[src/rtl/register_n.sv]
// Parametrised datapath register: clear, load, inc/dec, shift/rotate/arith-shift
// with registered carry/borrow and shift-out status. Define REGISTER_N_SAT_EN for saturating inc/dec.
module register_n #(
  parameter int              WIDTH       = 8,
  parameter logic [WIDTH-1:0] RESET_VALUE = '0
) (
  input  logic             clk,
  input  logic             rst,
  input  logic             cl,
  input  logic             ld,
  input  logic             inc,
  input  logic             dec,
  input  logic             sr,
  input  logic             ir,
  input  logic             sl,
  input  logic             il,
  input  logic             rot,
  input  logic             asr,
  input  logic [WIDTH-1:0] in,
  output logic [WIDTH-1:0] out,
  output logic             zero,
  output logic             co,
  output logic             so
);

  logic all_ones;
  logic all_zero;
  logic sr_fill;
  logic sl_fill;

  assign all_ones = &out;
  assign all_zero = ~|out;
  assign zero     = all_zero;

  // rotate wins over arithmetic fill, which wins over the serial input
  assign sr_fill = rot ? out[0] : (asr ? out[WIDTH-1] : ir);
  assign sl_fill = rot ? out[WIDTH-1] : il;

  // Status bits default to 0 so they pulse only for the edge that produced them.
  always_ff @(posedge clk) begin
    if (rst) begin
      out <= RESET_VALUE;
      co  <= 1'b0;
      so  <= 1'b0;
    end else begin
      co <= 1'b0;
      so <= 1'b0;
      if (cl) begin
        out <= '0;
      end else if (ld) begin
        out <= in;
      end else if (inc) begin
        co <= all_ones;
`ifdef REGISTER_N_SAT_EN
        if (!all_ones) out <= out + 1'b1;
`else
        out <= out + 1'b1;
`endif
      end else if (dec) begin
        co <= all_zero;
`ifdef REGISTER_N_SAT_EN
        if (!all_zero) out <= out - 1'b1;
`else
        out <= out - 1'b1;
`endif
      end else if (sr) begin
        so  <= out[0];
        out <= {sr_fill, out[WIDTH-1:1]};
      end else if (sl) begin
        so  <= out[WIDTH-1];
        out <= {out[WIDTH-2:0], sl_fill};
      end
    end
  end

endmodule
[config.mk]
export PLATFORM = sky130hd
export DESIGN_NAME = register_n
export DESIGN_NICKNAME = d
export VERILOG_FILES = /design/src/rtl/register_n.sv
export SDC_FILE = /design/constraint.sdc
export NUM_CORES = 1
export LEC_CHECK = 0
export BUFFER_PORTS_ARGS = -buffer_cell sky130_fd_sc_hd__buf_2
export CAP_MARGIN = 0
export CELL_PAD_IN_SITES_DETAIL_PLACEMENT = 1
export CELL_PAD_IN_SITES_GLOBAL_PLACEMENT = 2
export CORE_UTILIZATION = 29
export CTS_BUF_LIST = sky130_fd_sc_hd__clkbuf_2
export DETAILED_ROUTE_END_ITERATION = 12
export GPL_TIMING_DRIVEN = 0
export PLACE_DENSITY_LB_ADDON = 0.1
export SYNTH_ARGS = -nofsm -noshare
export SYNTH_HDL_FRONTEND = slang
export SYNTH_SLANG_ARGS = --single-unit
[constraint.sdc]
create_clock -name clk -period 2.6 [get_ports clk]
set_clock_uncertainty 0.2 [all_clocks]
set_input_delay 0.39 -clock clk [delete_from_list [all_inputs] [get_ports clk]]
set_output_delay 0.39 -clock clk [all_outputs]
set_load 0.01 [all_outputs]
==> reports/results.tsv <==
metric	value	unit
chipHeight	62.88	um
p_leak	0.5220	nW
drc	0	
initial_utilization	0.3123	
p_int	0.2690	mW
chipWidth	62.88	um
rsz0062_at_grt	no	
drive_above_1_share	0.2626	
syn_avg_cell_area	7.362	um2
routed.top_layer	met4	
cts_tree	done	
hold_class	in2reg	
first_global_vias	1294	
cts.path.max_buffers	2	
htree_levels	1	
drt-initial-drc-count	54	
ys_ff_latch	10	
syn_area	1075	um2
core	3442	um2
end_kind	output pin	
row_count	21	
period_share	0.9260	
ir_drop	0.0001940	V
port_buffers	29	
worstReg2RegStart	out[1]	
detail-route-antenna-nets	0	
m1WireLength	1924	um
dp_slack	0.2708	ns
grt_pass1_wl	6927	um
route.met2.wl	2092	um
path_clk_slew	0.13	ns
path_class	reg2out	
clkPwrFrac	0.223	
synth-seq-area-share	0.1863	
viasPerCell	5.756	
fp.dieArea	3954	um2
hold_ws	0.2087	ns
fin_crit	2.408	ns
p_sw	0.1802	mW
cp_data_arrival_time	1.82	ns
crit_path_start_kind	register	
wire_per_inst	18.65	um
worstSkewPairLatency	0.27	ns
drt_first_pass_iters	4	
crit_buf_inv	2	
powerDensity	346.6	nW/um2
yosysTopAreaCellShare	0.1863	
crit_family	simple AND/OR/NAND/NOR gates	
synth_area_leaders	dfxtp_1 19%, a21oi_1 5.1%, o221ai_1 4.9%	
slowest_delay	0.52	ns
routed-wl-met3	150	um
grtUsageTotal	0.2279	
async_flop_share	0	
n_antenna_cell	0	
seqPwrFrac	0.370	
io-pin-count	31	
fin_ws	0.1924	ns
areaGrowthSynthToFinish	20.61	%
postCtsHoldBufs	0	
worstSetupStartpoint	out[5]	
drv_slew	0	
grt_start_max_net_pins	11	
yosysTopAreaCell	dfxtp_1	
synthFlopType	dfxtp_1	
synthCells	146	
post_cts_resized	0	
yosys_warnings	0	
outcome	complete, no violations	
dp_hpwl	3134	um
combPwrFrac	0.407	
vias	1295	
worstPathRequired	2.01	ns
overflow	0	
fmax	415.4	MHz
worstMarginPinSlew	0.6749	ns
numCtsBuffers	3	
max_slew_margin	0.5484	
crit_slowest_cell	or4_4	
finalWirelength	4197	um
tns	0	ns
hold_viol	0	
clock_sinks	10	
syn-num-nets	169	
fin_nets	203	
maxCapViolations	0	
crit_path_max_fanout	8	
antenna_found_initial	0	
synth_cell_type_count	49	
routabilityCongestion	0.8104	
postCtsSetupRepairBufs	0	
cts-root-buf	clkbuf_2	
synth-edff-count	0	
path_cells	clkbuf_1 > or4_4 > nor4b_4 > buf_2	
setup_viol_count_final	0	
p_sw_frac	0.4012	
hold_path.startpoint	rst	
==> kinds of logic (layout without fill, tap and decap cells) <==
kind of cell	Yosys count	after routing	synth area share
AOI/OAI and AO/OA	49	49	0.3085
xor gates and xnor gates	3	3	0.02445
adders and majority gates	3	3	0.03493
buffers and inverters	22	55	0.09081
DFF	10	10	0.1863
muxes	5	5	0.04889
and+or+nand+nor	54	54	0.3062
==> metal layers <==
layer | vias up | GRT usage
met5 | - | 0
met4 | 0 | 0.02326
met3 | 6 | 0.04745
met2 | 29 | 0.3965
met1 | 652 | 0.2937
li1 | 608 | -
==> worst min-delay path, cell delays in order <==
cell	delay [ns]
buf_2	0.08
or2_2	0.13
nor3_2	0.05
==> power groups by stage <==
stage / clock network (mW) / registers [mW] / logic [mW]
6_report: 0.100 / 0.166 / 0.183
5_1_grt: 0.108 / 0.168 / 0.201
4_1_cts: 0.103 / 0.166 / 0.183
3_5_place_dp: 0 / 0.170 / 0.182
3_3_place_gp: 0 / 0.169 / 0.176
2_1_floorplan: 0 / 0.172 / 0.116
==> area by class of cell <==
cell class                      instances  area [um2]
Tap cell                               46       57.56
Clock inverter                          1       3.754
Timing Repair Buffer                   29       145.1
Multi-Input combinational cell        114       777.0
Sequential cell                        10       200.2
Inverter                                7       26.28
Fill cell                             463        2146
Buffer                                 15       71.32
Clock buffer                            3       15.01
==> state kept, by name (all words and copies together) (netlist names) <==
register	flops
co	1
out	8
so	1
==> cells in the final DEF (no fill, tap or decap), types with 2 or more instances in the layout <==
master    netlist  routed
buf_2           3      32
a21oi_1        11      11
nand2_1        11      11
clkbuf_1       10      10
nor2_1         10      10
dfxtp_1        10      10
o21ai_0         9       9
inv_1           7       7
o221ai_1        6       6
nor3_1          5       5
nand3_1         4       4
nand2b_1        3       3
mux2i_1         3       3
nor2b_1         3       3
a31oi_1         3       3
ha_1            3       3
clkbuf_2        0       3
mux2_2          2       2
o21a_1          2       2
o211ai_1        2       2
or2_2           2       2
nor4_1          2       2
o21ai_1         2       2
and4b_1         2       2
o31a_1          2       2
a221oi_1        2       2
xnor2_1         2       2
nor3b_1         2       2
a21boi_0        2       2
==> metrics by stage <==
step	instances	instance area (um2)	utilization	total power, mW
CTS	225	1296	0.3766	0.4527
detailed placement	221	1277	0.3711	0.3518
finish	225	1296	0.3766	0.4492
global route	225	1296	0.3766	0.4766
floorplan	146	1075	-	0.2880
global placement	221	1277	0.3711	0.3451
==> path summary, 6_finish.rpt <==
kind / to / slack (ns) / cells past startpoint
min: co / 0.21 / 3
min reg2reg: out[4] / 0.52 / 3
max: zero / 0.19 / 4
max reg2reg: out[2] / 0.24 / 7
==> Yosys cell counts (3+ instances only) <==
cell type / number
a21oi_1: 11
nand2_1: 11
clkbuf_1: 10
dfxtp_1: 10
nor2_1: 10
o21ai_0: 9
inv_1: 7
o221ai_1: 6
nor3_1: 5
nand3_1: 4
a31oi_1: 3
buf_2: 3
ha_1: 3
mux2i_1: 3
nand2b_1: 3
nor2b_1: 3
(Power assumes the default switching activity.)
